`src/rtl/spi_pkg.sv`:
```
// Shared types, constants and helpers for the SPI master controller.
package spi_pkg;

    typedef enum logic [2:0] {
        IDLE,
        SETUP,
        SHIFT,
        HOLD,
        GAP
    } spi_state_t;

    localparam logic [23:0] FIRST_MSB = "MSB";
    localparam logic [23:0] FIRST_LSB = "LSB";

    // Cycles from the accept cycle to the done cycle of one transfer.
    function automatic int spi_xfer_cycles(input int width, input int half_period);
        return 1 + half_period * (2 * width + 3);
    endfunction

endpackage

```
`src/rtl/spi_tick_gen.sv`:
```
// Half-period timebase: a reloadable down-counter that pulses tick once
// every HALF_PERIOD cycles; clear holds it at the start of a fresh interval.
module spi_tick_gen #(
    parameter int HALF_PERIOD = 4
) (
    input  logic clk,
    input  logic rst_n,
    input  logic clear,
    output logic tick
);

    localparam int CW = $clog2(HALF_PERIOD + 1);
    localparam logic [CW-1:0] RELOAD = CW'(HALF_PERIOD - 1);

    logic [CW-1:0] cnt;

    // Count down to zero, reloading on expiry or when the interval is restarted.
    always_ff @(posedge clk or negedge rst_n) begin
        if (!rst_n) begin
            cnt <= RELOAD;
        end else if (clear || (cnt == '0)) begin
            cnt <= RELOAD;
        end else begin
            cnt <= cnt - 1'b1;
        end
    end

    assign tick = (cnt == '0) && !clear;

endmodule

```
`src/rtl/spi_master_ctrl.sv`:
```
// SPI master: sequences cs setup, 2*WIDTH sck half-periods, cs hold and an
// inter-transfer gap for one full-duplex word per accepted start request.
module spi_master_ctrl
    import spi_pkg::*;
#(
    parameter int          WIDTH       = 8,
    parameter logic [23:0] FIRST_BIT   = "MSB",
    parameter logic        CPOL        = 1'b0,
    parameter logic        CPHA        = 1'b0,
    parameter int          HALF_PERIOD = 4
) (
    input  logic             clk,
    input  logic             rst_n,
    input  logic             start,
    input  logic [WIDTH-1:0] tx_data,
    output logic [WIDTH-1:0] rx_data,
    output logic             busy,
    output logic             done,
    output logic             sck,
    output logic             mosi,
    input  logic             miso,
    output logic             cs
);

    localparam int EW = $clog2(2 * WIDTH);
    localparam logic [EW-1:0] LAST_HALF = EW'(2 * WIDTH - 1);
    localparam logic [EW-1:0] LAST_TRAIL_FROM = EW'(2 * WIDTH - 2);
    localparam bit MSB_FIRST = (FIRST_BIT == FIRST_MSB);

    generate
        if (WIDTH < 2) begin : g_bad_width
            $error("spi_master_ctrl: WIDTH must be at least 2");
        end
        if (HALF_PERIOD < 1) begin : g_bad_half_period
            $error("spi_master_ctrl: HALF_PERIOD must be at least 1");
        end
        if ((FIRST_BIT != FIRST_MSB) && (FIRST_BIT != FIRST_LSB)) begin : g_bad_first_bit
            $error("spi_master_ctrl: FIRST_BIT must be MSB or LSB");
        end
    endgenerate

    spi_state_t       state;
    logic [WIDTH-1:0] shreg;
    logic [EW-1:0]    edge_cnt;
    logic             tick;

    // Bit that goes out next on mosi for the selected bit order.
    function automatic logic first_bit(input logic [WIDTH-1:0] w);
        return MSB_FIRST ? w[WIDTH-1] : w[0];
    endfunction

    // Shift the word one place toward the outgoing end, taking in one miso bit.
    function automatic logic [WIDTH-1:0] shift_in(input logic [WIDTH-1:0] w, input logic b);
        return MSB_FIRST ? {w[WIDTH-2:0], b} : {b, w[WIDTH-1:1]};
    endfunction

    spi_tick_gen #(
        .HALF_PERIOD(HALF_PERIOD)
    ) u_tick (
        .clk  (clk),
        .rst_n(rst_n),
        .clear(state == IDLE),
        .tick (tick)
    );

    // Transfer sequencer; all pin-facing outputs are registered here.
    always_ff @(posedge clk or negedge rst_n) begin
        if (!rst_n) begin
            state    <= IDLE;
            sck      <= CPOL;
            cs       <= 1'b1;
            mosi     <= 1'b0;
            busy     <= 1'b0;
            done     <= 1'b0;
            rx_data  <= '0;
            shreg    <= '0;
            edge_cnt <= '0;
        end else begin
            done <= 1'b0;
            case (state)
                IDLE: begin
                    if (start) begin
                        shreg <= tx_data;
                        cs    <= 1'b0;
                        busy  <= 1'b1;
                        state <= SETUP;
                        if (!CPHA) begin
                            mosi <= first_bit(tx_data);
                        end
                    end
                end
                SETUP: begin
                    if (tick) begin
                        state    <= SHIFT;
                        sck      <= ~CPOL;
                        edge_cnt <= '0;
                        if (!CPHA) begin
                            shreg <= shift_in(shreg, miso);
                        end else begin
                            mosi <= first_bit(shreg);
                        end
                    end
                end
                SHIFT: begin
                    if (tick) begin
                        if (edge_cnt == LAST_HALF) begin
                            state <= HOLD;
                            sck   <= CPOL;
                        end else begin
                            edge_cnt <= edge_cnt + 1'b1;
                            sck      <= ~sck;
                            if (edge_cnt[0]) begin
                                if (!CPHA) begin
                                    shreg <= shift_in(shreg, miso);
                                end else begin
                                    mosi <= first_bit(shreg);
                                end
                            end else begin
                                if (CPHA) begin
                                    shreg <= shift_in(shreg, miso);
                                end else if (edge_cnt != LAST_TRAIL_FROM) begin
                                    mosi <= first_bit(shreg);
                                end
                            end
                        end
                    end
                end
                HOLD: begin
                    if (tick) begin
                        cs    <= 1'b1;
                        state <= GAP;
                    end
                end
                GAP: begin
                    if (tick) begin
                        state   <= IDLE;
                        busy    <= 1'b0;
                        done    <= 1'b1;
                        rx_data <= shreg;
                    end
                end
                default: begin
                    state <= IDLE;
                end
            endcase
        end
    end

endmodule

```
`config.mk`:
```
export PLATFORM = sky130hd
export DESIGN_NAME = spi_master_ctrl
export DESIGN_NICKNAME = d
export VERILOG_FILES = /design/src/rtl/spi_pkg.sv /design/src/rtl/spi_tick_gen.sv /design/src/rtl/spi_master_ctrl.sv
export SDC_FILE = /design/constraint.sdc
export NUM_CORES = 1
export LEC_CHECK = 0
export BUFFER_PORTS_ARGS = -buffer_cell sky130_fd_sc_hd__buf_4
export CAP_MARGIN = 30
export CORE_MARGIN = 3
export CORE_UTILIZATION = 50
export CTS_BUF_LIST = sky130_fd_sc_hd__clkbuf_4 sky130_fd_sc_hd__clkbuf_8
export CTS_CLUSTER_DIAMETER = 80
export CTS_CLUSTER_SIZE = 8
export DETAILED_ROUTE_END_ITERATION = 8
export PLACE_DENSITY = 0.72
export RECOVER_POWER = 50
export SLEW_MARGIN = 20
export SYNTH_ARGS = -nofsm -noshare
export SYNTH_HDL_FRONTEND = slang
export SYNTH_SLANG_ARGS = --single-unit
```
`constraint.sdc`:
```
create_clock -name clk -period 4 [get_ports clk]
set_input_delay 1 -clock clk [delete_from_list [all_inputs] [get_ports clk]]
set_output_delay 1 -clock clk [all_outputs]
set_load 0.03 [all_outputs]
```
Yosys cells after proc, flatten, opt, wreduce, memory -nomap -nowiden. Cells that the tools add are included.

Word-level logic and storage cells: 82. Flip-flop bits (word level): 31. Memory bits (read-only): 0. RAM bits: 0. Bits in latches: 0. Input bits: 12. Memories kept: 0.

Shift operators: 0. $add $sub $neg: 2. Multipliers: 0. Divide/modulo/power cells: 0. Bitwise gates (word level): 1. Magnitude comparators: 0. Eq/ne operators: 16. Mux-type cells: 35. Reduce and logical (&&, ||, !) cells: 18.

Operators with widths (count): $mux W8 (5); $pmux W8 S3 (1); $mux W3 (7); $ne A2 B2 Y1 const B (10); $reduce_and A6 Y1 (3); $pmux W3 S5 (1); $mux W1 (13); $mux W4 (3); $reduce_and A3 Y1 (3); $pmux W1 S2 (4); $pmux W4 S2 (1); $reduce_bool A2 Y1 (4); $eq A3 B2 Y1 const B (2); $logic_not A3 Y1 (2); $add A4 B1 Y4 const B (1); $eq A4 B4 Y1 const B (1); $ne A4 B4 Y1 const B (1); $reduce_and A4 Y1 (1); $eq A3 B1 Y1 const B (1); $eq A3 B3 Y1 const B (1); $reduce_bool A3 Y1 (1); $sub A3 B1 Y3 const B (1); $reduce_and A2 Y1 (1); $logic_and A1 B1 Y1 (1); other kinds (3) (3).

Logic depth before layout (Yosys ltp). Gate-level depths: netlist (run 1).

Depth in word-level cells: 6. Mapped depth: 8. Gate-level depth less buffers: 7.

Cells and area by module. Synthesis (run 1) repeated with hierarchy kept, for this count alone.

Cell total of the unflattened synthesis: 145. Area total of the unflattened synthesis: 1601.5 um^2.

By module, submodules not included: spi_master_ctrl (cells each 131, sequential area each 701.9 um^2, area an instance 1441.4 um^2, times used 1); spi_tick_gen (cells each 14, sequential area each 77.6 um^2, area an instance 160.2 um^2, times used 1).

Least setup slack after synthesis (run 1). No wires, ideal clock.

Path type: input to register. Start point: input port start. End point: register shreg[0]. Cell stages on the path: 4. Path slack: 2.183 ns. Data arrival time: 1.693 ns. Data required time: 3.875 ns. Cell sequence: nor3_1 nor2_1 o211ai_4 mux2_2.

Longest elaborated chain between the ends: 2.

RTL lines: start, declared (line spi_master_ctrl.sv:14) `input logic start,`; $ne A2 B2 Y1 (no line); $reduce_and A6 Y1 (no line); end signal, assigned (line spi_master_ctrl.sv:83) `shreg <= tx_data;`; end signal, assigned (line spi_master_ctrl.sv:98) `shreg <= shift_in(shreg, miso);`; end signal, assigned (line spi_master_ctrl.sv:114) `shreg <= shift_in(shreg, miso);`; end, declared (line spi_master_ctrl.sv:43) `logic [WIDTH-1:0] shreg;`.

Every way passes these cells. A chain may end at the register's enable or synchronous reset.

Worst setup path after layout (run 1).
Start point: register cs. End point: output port cs.

RTL lines: start, declared (line spi_master_ctrl.sv:22) `output logic cs`; start signal, assigned (line spi_master_ctrl.sv:71) `cs <= 1'b1;`; start signal, assigned (line spi_master_ctrl.sv:84) `cs <= 1'b0;`; start signal, assigned (line spi_master_ctrl.sv:130) `cs <= 1'b1;`.

No word-level cell between the ends.

==> reports/results.txt, run 1 <==
The worst setup path is launched from a flip-flop. For this design, the sink count on the clock tree is 31. The number of max-cap violations came out at 1.

The tools report the nature of the critical path endpoint as an output pin. For the cell area after synthesis, the log shows 1580 sq um. The layout overhead on the synthesized area was 15.5%; the pin count of the biggest net entering global routing was 32. In this run the core area contains 19 standard-cell rows. The synthesized design contains 0 enable-type register cells. The first detailed-routing pass ran for 4 iterations. The dominant delay contributor by cell family on the critical path is flip-flops.

The slowest stage of the critical path belongs to the cell dfstp_2. The logs give 204 for the filler-free cell count of the finished design and 0 for the hold buffer count at CTS. The buffer and inverter count on the worst path came out at 1.

The die covers 3870 sq um. The longest clock path from root to sink contains 2 buffers. Dividing total power by cell area gives a power density of 693 nW/um^2. For flop-to-flop paths, the worst setup slack is 2.03 ns. Counting tap cells, the placed design contains a total of 196 instances. Sorting the synthesized cells by area gives the leading types as dfrtp_1 (44%), mux2_1 (12%), mux2_2 (6.4%). The number of gates resized after CTS was 0. In this run the worst path has a maximum fanout of 3. Detailed routing inserted a total of 1096 vias.

In this run the worst hold path is classified as flip-flop to flip-flop. The tools report the count of final max-slew check failures as 32. Once detailed placement completed, the half-perimeter wirelength came to 2010 um. The worst max-slew margin expressed relative to the limit is -5.33%. The post-synthesis cell type with the largest combined area is dfrtp_1.

The routed design has 2840 um of wire. On the worst path, the slowest cell contributes a delay of 0.54 ns. The worst path uses 50.5% of the clock period. Counting instances in the post-synthesis netlist gives the leading cell types as dfrtp_1 (28), mux2_1 (17), nand2_1 (16), mux2_2 (9), o21ai_0 (8). The time the worst path needs with I/O delays and setup was 2.02 ns; the weighted congestion reported at the end of routability-driven placement was 0.826. The logs give 1.98 ns for the post-layout worst setup margin and 2 for the H-tree depth.

Setup repair after global routing left no endpoint under its margin. The share of synthesized flip-flops with an asynchronous set or reset is 100%. The count of state elements after synthesis is 31, and the signal arrival time at the worst endpoint is 1.02 ns. The post-detailed-route wirelength per cell is 13.9 um. Root buffer cell: clkbuf_4. The global-route wire length before repair was 5170 um. Measured on the finished design, the core utilization comes to 63.4%.

The share of total power consumed by net switching is 39.1%. Once the clock tree was built, the setup fixing pass inserted 0 buffers. Setup violations remaining at the end of the flow were counted as 0.

The tools report the initial antenna violation count as 0. Once the floorplan was initialized, standard cells occupied 54.9% of the core. For the data required time of the critical path, the log shows 3.00 ns. At the later pin of the worst-skew pair, clock insertion delay measures 0.33 ns. The checks that failed: max-capacitance violations, max-slew violations. Synthesis handed over a netlist of 137 instances. The number of buffers added by the clock tree synthesis step is 5. The number of global-route vias before repair was 1097. The tools report the antenna diode count as 0. Among all flip-flop cells after synthesis, the most frequent one is dfrtp_1. The internal portion of the total power is 770 uW.

The most repeated cell in the gate-level netlist after synthesis was dfrtp_1. Of the synthesized area, sequential elements account for 49.4%. The count of distinct cell types in the synthesized netlist is 38. In the routed design, unresolved DRC markers number 0. Across every metal layer, demand over resource in global routing totals 16.8%. The area of the placeable core was 2880 sq um; the synthesized area divided by synthesized cell count was 11.5 sq um. During synthesis, Yosys emitted a total of 0 warnings.

Cells with a size suffix above 1 make up 30.2% of the layout. Summed over all nets, the switching power comes to 494 uW. In this run the tool buffered the top-level ports with 24 buffer cells. Combinational logic burns 43.3% of the power.

Walking the worst path, the cells encountered are buf_4. Synthesis produced a netlist with a net count of 153. The tightest hold margin is 0.455 ns. The pre-CTS worst setup slack was 1.96 ns. The total global routing overflow was 0; the setup TNS was 0 ns. The die is 62.2 um tall.

Highest achievable clock rate: 0.495 GHz. On the final layout, the worst clock skew is 0.00651 ns. The tools report the number of failing hold endpoints at the final stage as 0. The critical path class was flip-flop to output pin.

Using the TritonRoute via totals, the vias-per-cell ratio works out to 5.37. The logs give 25 for the number of ports placed on the die boundary and 0.000831 uW for the leakage power of the design. For this run, the post-layout net count is 177. For the starting DRC count in detailed routing, the log shows 81.

The clock transition time at the flip-flop clock pins of the worst setup and hold paths was 0.09 ns; the top-area cell type share of the netlist area was 44.4%. The width of the chip came out at 62.2 um. The logs give 0 for the final antenna-violating net count and 42.4% for the sequential share of power. For the pin with the worst max-slew slack, the measured transition is 1.58 ns.

TritonCTS built the clock tree. The clock network power share was 14.3%; the largest voltage drop on the vdd net was 0.375 mV. The run finished, with violations left.
## logic make-up after synthesis
logic type	after synthesis	share of synthesized area, %
simple gates	42	13.6
flops	31	49.4
mux	26	18.5
compound gates	21	9.43
buf+inv	11	3.64
fa+ha+maj	4	3.17
xor+xnor	2	2.30
## state kept, by name, indices dropped and copies added (netlist names), 3 cells and up
name and flops:
rx_data 8, shreg 8, edge_cnt 4, state 3
u_tick.cnt 3
## path summary, 6_finish.rpt
path                                     from            end  cells past startpoint
worst max register to register       state[1]       shreg[6]                      4
worst min register to register  u_tick.cnt[0]  u_tick.cnt[0]                      1
min in group asynchronous               rst_n     rx_data[6]                      1
max in group asynchronous               rst_n       state[1]                      1
worst max-delay path                       cs             cs                      1
worst min-delay path            u_tick.cnt[0]  u_tick.cnt[0]                      1
## layout make-up
class / count / area [sq um]
Clock buffer: 6 / 45.0
Fill cell: 248 / 1050
Sequential cell: 31 / 779
Multi-Input combinational cell: 95 / 742
Tap cell: 42 / 52.6
Inverter: 4 / 15.0
Timing Repair Buffer: 24 / 176
Clock inverter: 2 / 12.5
## per-layer routing
layer | up-vias | GRT usage, % | wire, um
li1 | 534 | - | -
met1 | 532 | 21.5 | 1380
met2 | 25 | 25.8 | 1260
met5 | - | 0 | 0
met4 | 0 | 7.46 | 61
met3 | 5 | 5.59 | 137
## cell usage in the layout (no fill, tap or decap), types with 3 or more instances in the layout
master,count
a21oi_1,3
buf_4,23
clkbuf_4,6
dfrtp_1,28
dfstp_2,3
ha_1,4
inv_1,4
mux2_1,17
mux2_2,9
nand2_1,16
nor2_1,6
nor3_1,5
o21ai_0,8
## metrics by stage
| stage | total power, uW | area [sq um] |
|---|---|---|
| 5_1_grt | 1360 | 1820 |
| 2_1_floorplan | 973 | 1580 |
| 3_5_place_dp | 1090 | 1770 |
| 3_3_place_gp | 1070 | 1770 |
| 4_1_cts | 1280 | 1830 |
| 6_report | 1260 | 1820 |
## power by group through the flow
| stage | Combinational [uW] | Clock (uW) | Sequential, uW |
|---|---|---|---|
| after CTS | 553 | 192 | 534 |
| after detailed placement | 550 | 0 | 541 |
| after global routing | 603 | 206 | 554 |
| final | 547 | 181 | 536 |
| after floorplan | 453 | 0 | 520 |
| after global placement | 532 | 0 | 537 |
Power figures use the tool's default switching activity.
==> run 2: changes to the inputs <==
ABC_AREA = 1   (was default)
clock period = 2.04 ns   (was 4 ns; I/O delays follow)
==> reports/results.txt, run 2 <==
The share of synthesized flip-flops with an asynchronous set or reset is 100% (unchanged). The width of the chip works out to 63.2 um (+1.7%). The critical path is of the flip-flop to flip-flop type. The slowest cell on the critical path was dfstp_2. The share of cell area taken by muxes after synthesis is 0% (-19 points), and the tightest hold margin is 0.461 ns (+0.00568 ns). The most prevalent standard cell on the critical path was nand2_1. In this run the clock root is driven by a clkbuf_4. The area after detailed placement came out at 1850 sq um (+4.6%). For the weighted congestion reported at the end of routability-driven placement, the log shows 0.907 (+9.8%). After synthesis, the largest family of logic cells by area is simple AND/OR/NAND/NOR gates. The total global routing track utilization came out at 17.7% (+0.90 points). The origin of the worst setup path is u_tick.cnt[0]. The via-per-instance ratio is 4.86 (-9.6%), and the count of state elements after synthesis is 31 (unchanged). For the initial antenna violation count, the log shows 0 (unchanged). The synthesized area divided by synthesized cell count works out to 7.73 sq um (-33%). The number of failing setup endpoints in the final timing report is 0 (unchanged).

The clock transition time at the flip-flop clock pins of the worst setup and hold paths is 0.10 ns (about the same). The run gives 65 (-20%) as the starting DRC count in detailed routing. The run gives 1 (unchanged) as the number of max-cap violations.

The setup slack of the worst register-to-register path was 0.27 ns (-1.76 ns); the switching power of the nets was 1300 uW (+160%). The logs give 25 (unchanged) for the number of ports placed on the die boundary and 0 (unchanged) for the number of DRC violations after detailed routing. For the post-detailed-routing wire length, the log shows 3070 um (+7.9%).

The net count of the mapped netlist is 228 (+49%), and the pin count of the biggest net entering global routing is 32 (unchanged). The logs give 1640 sq um (+3.7%) for the cell area after synthesis and 0 ns (unchanged) for the setup TNS. The overall die height was 63.2 um (+1.7%).

The maximum number of buffers from clock root to sink is 2 (unchanged). The area enclosed by the die boundary was 4000 sq um (+3.4%). The share of total power consumed by net switching came out at 45.0% (+5.9 points).

Counting instances in the post-synthesis netlist gives the leading cell types as nand2_1 (89), dfrtp_1 (28), nand3_1 (28), nor2_1 (15), inv_1 (12). The post-detailed-route wirelength per cell came out at 10.7 um (-23%). The worst max-slew margin expressed relative to the limit was -5.21% (+0.11 points).

Instance count along the most critical hold path: 1 (unchanged). The filler-free cell count of the finished design was 286 (+40%); the number of detailed-route iterations in the first pass was 4 (unchanged). The run gives 0 (unchanged) as the total global routing overflow. nand2_1 is the most common cell in the netlist. The internal power came out at 1580 uW (+110%). The run finished, with violations left. The highest achievable clock rate was 0.565 GHz; the xor/xnor share of the synthesized area was 0.535% (-1.8 points). The largest voltage drop on the vdd net is 0.971 mV (+160%). The run gives 2.30 ns (-0.70 ns) as the data required time of the critical path. The cell count after synthesis is 212 (+55%), and the time the worst path needs with I/O delays and setup is 1.77 ns. In this run the most critical hold path is launched from u_tick.cnt[0].

Number of synthesis warnings: 0 (unchanged). For the combinational group share of total power, the log shows 48.2% (+4.9 points). Leaving out fill and tap cells, the most frequent cell in the layout is nand2_1. The cell area after layout came out at 1930 sq um (+5.8%). The run gives 31 (unchanged) as the clock sink count.

The most used flip-flop cell after synthesis was dfrtp_1. The number of synthesized flops with an enable pin came out at 0 (unchanged). The startpoint identified for the worst register-to-register timing path is u_tick.cnt[0].

Count of distinct cell types in the synthesized netlist: 22 (-42%). In this run the critical register-to-register path is captured at state[2]. The type of element launching the critical path was a flip-flop.

The number of cells on the worst reg-to-reg path was 10 (+6); the largest fanout on the critical path was 10 (+7). H-tree depth: 2 (unchanged). For the final antenna-violating net count, the log shows 0 (unchanged). The largest registers in the layout are rx_data (8), shreg (8), edge_cnt (4).

The complex-gate fraction of the synthesized area is 3.44% (-6.0 points), and the area of the placeable core is 3080 sq um (+7.0%). The power per cell area was 1490 nW/um^2 (+120%). The run gives 1389 (+27%) as the routed via count. The final reports fail on max-capacitance violations, max-slew violations.

The library cells used most frequently in the layout, excluding fill and tap cells, are nand2_1 (89), nand3_1 (28), dfrtp_1 (28), buf_4 (23), nor2_1 (15). The run gives 2880 uW (+130%) as the power consumption. Number of failing hold endpoints at the final stage: 0 (unchanged). For the post-CTS setup buffer count, the log shows 0 (unchanged).

Post-cts resize count: 0 (unchanged). The fraction of the mapped netlist area in adder cells is 3.06% (-0.11 points). Fraction of layout instances using a drive strength above 1: 21.5% (-8.8 points).

The net count reported at finish was 257 (+45%); the layout overhead on the synthesized area was 17.8%. The leakage power of the design is 0.00106 uW (+28%). The run gives 47.6% (-1.8 points) as the fraction of the yosys area taken by sequential cells.

The run gives 0 (unchanged) as the hold buffer count at CTS. For the standard-cell row count, the log shows 20 (+1). The sequential share of power is 34.4% (-8.0 points), and the number of I/O port buffers is 24 (unchanged). Of all cell types, the one taking the most synthesized area is dfrtp_1. For the number of global-route vias before repair, the log shows 1212 (+10%).

The delay contributed by the slowest stage of the critical path is 0.54 ns (about the same), and the count of final max-slew check failures is 32 (unchanged). The run gives 0 (unchanged) as the antenna diode count. Top-area cell type share of the netlist area: 42.8% (-1.6 points). Initial standard-cell utilization of the core: 53.2% (-1.7 points). The path class of the lowest-slack min-delay path was flip-flop to flip-flop. The worst path uses 86.8% of the clock period.

The worst-margin pin slew works out to 1.58 ns (-0.00171 ns). The number of placed instances, taps included is 278 (+42%). The clock insertion delay at the later pin of the skew report is 0.32 ns (about the same), and the number of buffers added by the clock tree synthesis step is 5 (unchanged). Setup repair after global routing left no endpoint under its margin.

The clock network power share came out at 17.4% (+3.1 points). TritonCTS built the clock tree. The global-route wire length before repair was 5560 um (+7.6%). The logs give 0.00826 ns (+0.00175 ns) for the setup skew after layout and 2.03 ns (+1.01 ns) for the signal arrival time at the worst endpoint.

Walking the worst path, the cells encountered are inv_1 > ha_1 > ha_1 > inv_2 > nand3_1 > nand2_2 > nor2_4 > nand2_1 > nand2_1 > nand2_1. The share of synthesized cell area in and, or, nand and nor gates was 39.4% (+26 points). Detailed placement HPWL: 2260 um (+12%).

After synthesis, the cell types taking the most area are dfrtp_1 (43%), nand2_1 (20%), nand3_1 (8.6%). The worst min-delay path endpoint is u_tick.cnt[0]. STA classifies the critical path endpoint as a flip-flop.
==> run 2: cell count changes in the layout (fill, tap and decap cells not counted), sizes merged, moves of 2 or more <==
cell    change
nor3        -4
nand2      +78
nand3      +27
nand2b      -2
inv        +14
and3        -2
o21ai       -4
nor2       +12
nand4       -2
mux2       -26
==> run 2: power groups by stage <==
stage          Clock [uW]  Sequential (uW)  Combinational (uW)
2_1_floorplan           0             1050                1030
3_3_place_gp            0              998                1390
3_5_place_dp            0             1000                1400
4_1_cts               510              989                1400
5_1_grt               550             1020                1590
6_report              500              991                1390
==> run 2: final cells by class <==
class | count | area [sq um]
clock buffer | 6 | 51.3
multi-input combinational | 160 | 761
clock inverter | 2 | 35.0
sequential | 31 | 779
timing repair buffer | 25 | 180
tap | 44 | 55.1
inverter | 18 | 67.6
fill | 274 | 1150
==> run 2: how the worst max path moves through the flow <==
| stage | end |
|---|---|
| global placement | state[2] |
| detailed placement | state[2] |
| global route | shreg[6] |
| floorplan | state[2] |
| finish | state[2] |
| CTS | state[2] |
==> run 2: layer usage <==
layer,wire length (um),track usage [%],vias to the layer above
met4,50,8.09,0
li1,-,-,726
met1,1580,25.6,620
met5,0,0,-
met3,164,3.74,5
met2,1270,25.3,38
==> run 2: kinds of logic (layout without fill, tap and decap cells) <==
group	Yosys count	count (layout)
XOR/XNOR	1	1
buffers and inverters	21	51
adder cells (fa/ha/maj)	4	4
AND/OR/NAND/NOR	145	145
AO/OA/AOI/OAI	10	10
flip-flops	31	31
==> run 2: per-stage QoR <==
stage / setup slack, ns / utilization (%)
floorplan: 0.436 / -
global placement: 0.333 / 60.1
detailed placement: 0.308 / 60.1
CTS: 0.278 / 62.9
global route: 0.130 / 62.7
finish: 0.269 / 62.7
==> run 2: critical path, delay by kind of cell (launching register included) <==
kind	cells	cell delay [ns]
adders and majority gates	2	0.44
buffers and inverters	2	0.17
DFF	1	0.54
and+or+nand+nor	6	0.57
